[config.mk]
export PLATFORM = sky130hd
export DESIGN_NAME = uncached_dbus_bridge
export DESIGN_NICKNAME = d
export VERILOG_FILES = /design/src/rtl/uncached_dbus_bridge.sv
export SDC_FILE = /design/constraint.sdc
export NUM_CORES = 1
export LEC_CHECK = 0
export BUFFER_PORTS_ARGS = -buffer_cell sky130_fd_sc_hd__buf_2
export CAP_MARGIN = 20
export CORE_AREA = 2 2 115 117
export CTS_CLUSTER_DIAMETER = 50
export DETAILED_ROUTE_END_ITERATION = 6
export DIE_AREA = 0 0 117 119
export MAX_ROUTING_LAYER = met4
export PLACE_DENSITY_LB_ADDON = 0.05
export SETUP_SLACK_MARGIN = 0.3
export SLEW_MARGIN = 20
export SYNTH_ARGS = -nofsm -noshare
export SYNTH_HDL_FRONTEND = slang
export SYNTH_SLANG_ARGS = --single-unit
[constraint.sdc]
create_clock -name clk -period 7.2 [get_ports clk]
set_input_delay 1.44 -clock clk [delete_from_list [all_inputs] [get_ports clk]]
set_output_delay 1.44 -clock clk [all_outputs]
set_load 0.02 [all_outputs]
[src/rtl/uncached_dbus_bridge.sv]
// Uncached dbus responder: turns one dbus request at a time into a single-beat AXI
// read (AR/R) or write (AW/W/B), answering addr_ok on accept and data_ok on completion.
package dbus_pkg;
  typedef struct packed {
    logic        req;
    logic [31:0] addr;
    logic        is_write;
    logic [1:0]  size;
    logic [31:0] data;
    logic [3:0]  write_en;
  } dbus_req_t;

  typedef struct packed {
    logic        addr_ok;
    logic        data_ok;
    logic [31:0] data;
  } dbus_resp_t;

  typedef enum logic [2:0] {
    S_IDLE    = 3'd0,
    S_RD_ADDR = 3'd1,
    S_RD_DATA = 3'd2,
    S_WR_REQ  = 3'd3,
    S_WR_RESP = 3'd4
  } bridge_state_e;
endpackage

module uncached_dbus_bridge
  import dbus_pkg::*;
#(
  parameter int                 ID_WIDTH = 4,
  parameter logic [ID_WIDTH-1:0] AXI_ID  = 1
) (
  input  logic                clk,
  input  logic                reset,
  input  dbus_req_t           dreq,
  output dbus_resp_t          dresp,
  output logic [ID_WIDTH-1:0] arid,
  output logic [31:0]         araddr,
  output logic [7:0]          arlen,
  output logic [2:0]          arsize,
  output logic [1:0]          arburst,
  output logic                arvalid,
  input  logic                arready,
  input  logic [31:0]         rdata,
  input  logic [1:0]          rresp,
  input  logic                rlast,
  input  logic                rvalid,
  output logic                rready,
  output logic [ID_WIDTH-1:0] awid,
  output logic [31:0]         awaddr,
  output logic [7:0]          awlen,
  output logic [2:0]          awsize,
  output logic [1:0]          awburst,
  output logic                awvalid,
  input  logic                awready,
  output logic [31:0]         wdata,
  output logic [3:0]          wstrb,
  output logic                wlast,
  output logic                wvalid,
  input  logic                wready,
  input  logic [1:0]          bresp,
  input  logic                bvalid,
  output logic                bready,
  output bridge_state_e       dbg_state
);
  // Handshakes: a transfer happens on a rising edge where valid && ready; valid and
  // payload stay constant from assertion until that edge.

  bridge_state_e state_q, state_d;
  logic [31:0]   addr_q, addr_d;
  logic [1:0]    size_q, size_d;
  logic [31:0]   data_q, data_d;
  logic [3:0]    wen_q, wen_d;
  logic          aw_done_q, aw_done_d;
  logic          w_done_q, w_done_d;
  logic [31:0]   resp_data_q, resp_data_d;
  logic          data_ok_q, data_ok_d;
  logic          accept;
  logic          unused_ok;

  // Reset gates acceptance so addr_ok reads 0 for the whole reset window.
  assign accept = dreq.req && (state_q == S_IDLE) && !reset;

  always_ff @(posedge clk or posedge reset) begin
    if (reset) begin
      state_q     <= S_IDLE;
      addr_q      <= '0;
      size_q      <= '0;
      data_q      <= '0;
      wen_q       <= '0;
      aw_done_q   <= 1'b0;
      w_done_q    <= 1'b0;
      resp_data_q <= '0;
      data_ok_q   <= 1'b0;
    end else begin
      state_q     <= state_d;
      addr_q      <= addr_d;
      size_q      <= size_d;
      data_q      <= data_d;
      wen_q       <= wen_d;
      aw_done_q   <= aw_done_d;
      w_done_q    <= w_done_d;
      resp_data_q <= resp_data_d;
      data_ok_q   <= data_ok_d;
    end
  end

  always_comb begin
    state_d     = state_q;
    addr_d      = addr_q;
    size_d      = size_q;
    data_d      = data_q;
    wen_d       = wen_q;
    aw_done_d   = aw_done_q;
    w_done_d    = w_done_q;
    resp_data_d = resp_data_q;
    data_ok_d   = 1'b0;
    case (state_q)
      S_IDLE: begin
        if (accept) begin
          addr_d    = dreq.addr;
          size_d    = dreq.size;
          data_d    = dreq.data;
          wen_d     = dreq.write_en;
          aw_done_d = 1'b0;
          w_done_d  = 1'b0;
          state_d   = dreq.is_write ? S_WR_REQ : S_RD_ADDR;
        end
      end
      S_RD_ADDR: begin
        if (arready) state_d = S_RD_DATA;
      end
      S_RD_DATA: begin
        if (rvalid) begin
          resp_data_d = rdata;
          data_ok_d   = 1'b1;
          state_d     = S_IDLE;
        end
      end
      S_WR_REQ: begin
        // AW and W complete independently, in either order or together.
        aw_done_d = aw_done_q || awready;
        w_done_d  = w_done_q || wready;
        if (aw_done_d && w_done_d) state_d = S_WR_RESP;
      end
      S_WR_RESP: begin
        if (bvalid) begin
          resp_data_d = '0;
          data_ok_d   = 1'b1;
          state_d     = S_IDLE;
        end
      end
      default: state_d = S_IDLE;
    endcase
  end

  assign arid    = AXI_ID;
  assign araddr  = addr_q;
  assign arlen   = 8'd0;
  assign arsize  = {1'b0, size_q};
  assign arburst = 2'b01;
  assign arvalid = (state_q == S_RD_ADDR);
  assign rready  = (state_q == S_RD_DATA);

  assign awid    = AXI_ID;
  assign awaddr  = addr_q;
  assign awlen   = 8'd0;
  assign awsize  = {1'b0, size_q};
  assign awburst = 2'b01;
  assign awvalid = (state_q == S_WR_REQ) && !aw_done_q;
  assign wdata   = data_q;
  assign wstrb   = wen_q;
  assign wlast   = 1'b1;
  assign wvalid  = (state_q == S_WR_REQ) && !w_done_q;
  assign bready  = (state_q == S_WR_RESP);

  assign dresp.addr_ok = accept;
  assign dresp.data_ok = data_ok_q;
  assign dresp.data    = resp_data_q;
  assign dbg_state     = state_q;

  // Response codes and rlast carry no information for single-beat uncached accesses.
  assign unused_ok = ^{rresp, rlast, bresp};
endmodule

Yosys cells after proc, flatten, opt, wreduce, memory -nomap -nowiden --
Index checks and enable logic that the tools add are counted.
Operators by class: add/sub/neg operators 0, multiply operators 0, divide/modulo/power cells 0, order comparisons 0, eq/ne operators 9, shift-type cells 0, mux-type cells 16, bitwise gates (word level) 0, reductions and logical operators 17
Operator list (count):
- $mux W32 | 2
- $pmux W32 S2 | 1
- $mux W3 | 5
- $pmux W3 S5 | 1
- $ne A2 B2 Y1 const B | 4
- $eq A3 B2 Y1 const B | 2
- $pmux W1 S2 | 3
- $logic_and A1 B1 Y1 | 5
- $reduce_and A5 Y1 | 1
- $reduce_and A2 Y1 | 2
- $reduce_bool A2 Y1 | 2
- $eq A3 B1 Y1 const B | 1
- $eq A3 B3 Y1 const B | 1
- $logic_not A1 Y1 | 3
- $logic_not A3 Y1 | 1
- $mux W1 | 3
- $reduce_and A3 Y1 | 1
- $logic_or A1 B1 Y1 | 2
- $mux W2 | 1
- $ne A2 B1 Y1 const B | 1
Storage, ports and cells: bits in registers 108, bits in latches 0, memory bits (writable) 0, ROM bits 0, bits of input ports 116, output and inout bits 177, word-level logic and storage cells 51, memories kept 0

Longest topological paths before layout --
depth in word-level cells 5, mapped depth 7, mapped depth without buffers 4

Worst setup path after synthesis --
No wires, ideal clock.
kind input to output, from input reset, to output dresp[33] (netlist bit), arrival time 4785 ps, required time 5760 ps, setup slack 975 ps, cell stages on the path 6, buffers on the path 3, cell sequence inv_1 nand2_1 nor4_4 buf_6 buf_6 buf_4
On the way: cells in the longest elaborated chain, start to end 2
Ends and longest elaborated chain:
- start, declared | line 35 | input logic reset,
- $logic_not A1 Y1 (no line)
- $logic_and A1 B1 Y1 | line 83 | assign accept = dreq.req && (state_q == S_IDLE) && !reset;
- end, declared | line 37 | output dbus_resp_t dresp,
No other way between the ends.

==> results.yml <==
outcome:
  outcome: "finished clean"
hold_path:
  hp-start: "resp_data_q[13]"
  hold_end: "resp_data_q[13]"
  hold_class: "register to register"
  min_path_cells: 2
finish:
  fin_util_pct: 46.88
  fin_nets: 724
  area_delta_synth_final_pct: 26.68
  drive_above_1_share_pct: 47.55
worst_setup_path:
  arrival_ps: 2640
  reg2reg_to: "araddr[31]"
  startpoint_type: "input port"
  r2r_start: "dbg_state[1]"
  ff2ff_path_depth: 3
  worstSetupEndpointType: "primary output"
  max_stage_delay_ps: 500
  critPathKind: "input port to primary output"
  path_max_fanout: 58
  path_common_cell: "buf_2"
  reg2reg_slack_ps: 4990
  cp_cell_sequence: "buf_2 > inv_4 > nand2_1 > nor4_4 > buf_2"
  required_ps: 5760
  crit_path_top_delay_cell: "inv_4"
die:
  boundaryPins: 293
  start_util_pct: 37.01
  die_x_um: 117
  die_area_sq_mm: 0.01392
  die_h_um: 119
  coreArea_sq_mm: 0.01287
  rows: 42
sta:
  max_freq_ghz: 0.2449
  setup_violations: 0
  finalHoldViolations: 0
  setup_tns_ps: 0
  timing.hold.ws_ps: 474.0
  post-route-min-period_ps: 4083
  fin_crit_sh_pct: 56.71
  slew_violations: 0
  fin_worst_skew_ps: 6.127
  tightest_slew_ps: 935.9
  slew_headroom_pct: 37.60
  rsz0062_at_grt: "false"
logic_synthesis:
  ys_ff_latch: 108
  ys_types: 24
  netlist.top_cell.by_area: "dfrtp_1"
  synthCells: 396
  synth_warnings: 0
  syn-cell-area_sq_mm: 0.004765
  synth_area_leaders: "dfrtp_1, mux2_1, buf_4"
  synth-seq-area-share_pct: 56.72
  yosysMostFrequentCell: "dfrtp_1"
  yosys-top-cells-count: "dfrtp_1, buf_4, nand2_1, mux2_1, o21ai_0"
  syn_area_per_cell_sq_um: 12.03
  synth_ff_type: "dfrtp_1"
  yosys.area.top_type_share_pct: 56.72
  synthArstFlopShare_pct: 100.0
  synth-edff-count: 0
power_and_ir_drop:
  clock_power_share_pct: 17.0
  p_leak_nw: 3.246
  p_per_area_mw_per_mm2: 477.7
  ir_drop_v: 0.0002014
  power_w: 0.002883
  p_int_w: 0.001651
  pwr-share-seq_pct: 36.8
  swShare_pct: 42.75
  p_comb_share_pct: 46.2
  power.switching_w: 0.001233
clock_network:
  htree_levels: 3
  cts_repair_resize_count: 0
  ctsLongestPathBuffers: 2
  postCtsHoldBufs: 0
  cts_sinks: 108
  clk_pin_slew_ps: 60
  clock_tree.root_cell: "clkbuf_16"
  cts_buffers: 9
  cts_tree: "yes"
  post_cts_buffers: 0
  clkLatencyLatePin_ps: 340
global_route:
  grt.overflow.total: 0
  antenna_found_initial: 1
  grt_pass1_wl_um: 16000
  grt_pass1_vias: 3077
  grt_max_degree: 74
  grtUsageTotal_pct: 15.45
detailed_routing:
  first_iter_violations: 104
  vias: 3368
  m1WireLength_um: 4413
  wl_met2_um: 5053
  avgViaCountPerCell: 4.263
  top_layer: "met4"
  wl_met3_um: 859
  drt.antenna.violating_nets: 0
  detail_route.wl_per_cell_um: 13.27
  drt-pass1-iter-count: 4
  drcViolationCount: 0
  wl_um: 10490
run:
  maxCapViolCount: 0
place:
  place_congestion: 0.7803
  dp_hpwl_um: 7699
  portBuffers: 256
==> cells by family (layout without fill, tap and decap cells) <==
family,count (synthesis),after routing,synth area share (%)
other,2,33,0.1576
multiplexers,71,71,16.78
flip-flops,108,108,56.72
AND/OR/NAND/NOR,82,82,7.484
buffers and inverters,92,279,14.36
AO/OA/AOI/OAI,41,41,4.491
==> critical path: cells and delay by family <==
kind,cells,cell delay [ps]
AND/OR/NAND/NOR,2,370
buffers and inverters,3,820
==> metal layers <==
layer	up-vias	GRT usage, %
met2	157	23.09
met3	11	4.580
met4	0	5.882
met1	1567	19.80
li1	1633	-
met5	-	-
==> power by group through the flow <==
stage	registers, W	clock network, W	logic (W)
2_1_floorplan	0.00142	0	0.000676
3_3_place_gp	0.00106	0	0.00136
5_1_grt	0.00111	0.000540	0.00145
3_5_place_dp	0.00108	0	0.00136
6_report	0.00106	0.000490	0.00133
4_1_cts	0.00107	0.000511	0.00136
==> registers in the layout (all words and copies together) (netlist names) <==
signal,flops
size_q,2
resp_data_q,32
wstrb,4
araddr,32
aw_done_q,1
w_done_q,1
data_ok_q,1
dbg_state,3
wdata,32
==> layout make-up <==
type	count	area, sq um
fill	1273	6839
sequential	108	2703
multi-input combinational	225	1486
timing repair buffer	260	1311
clock buffer	11	242.7
tap	176	220.2
clock inverter	4	50.05
inverter	4	17.52
antenna	2	5.005
==> how the worst max path moves through the flow <==
stage / startpoint / to / slack, ps
after floorplan: reset / dresp[33] / 980
after global placement: reset / dresp[33] / 3050
after detailed placement: reset / dresp[33] / 3050
after CTS: reset / dresp[33] / 3040
after global routing: reset / dresp[33] / 2920
final: reset / dresp[33] / 3120
==> cells in the final DEF, fill, tap and decap left out, types with 4 or more instances in the layout <==
| cell type | Yosys | final |
|---|---|---|
| o21ai_0 | 33 | 33 |
| buf_4 | 69 | 4 |
| clkbuf_16 | 0 | 9 |
| nor2_1 | 6 | 6 |
| buf_2 | 7 | 256 |
| conb_1 | 2 | 31 |
| mux2_2 | 15 | 15 |
| dfrtp_1 | 108 | 108 |
| mux2_1 | 56 | 56 |
| nand2_1 | 66 | 66 |
==> stage by stage <==
| step | cells | area [sq um] | worst slack (ps) |
|---|---|---|---|
| 6_report | 790 | 6036 | 3117 |
| 5_1_grt | 790 | 6036 | 2917 |
| 4_1_cts | 788 | 6031 | 3044 |
| 3_5_place_dp | 773 | 5738 | 3047 |
| 3_3_place_gp | 773 | 5738 | 3051 |
| 2_1_floorplan | 425 | 4873 | 975.1 |
(Power assumes the default switching activity.)
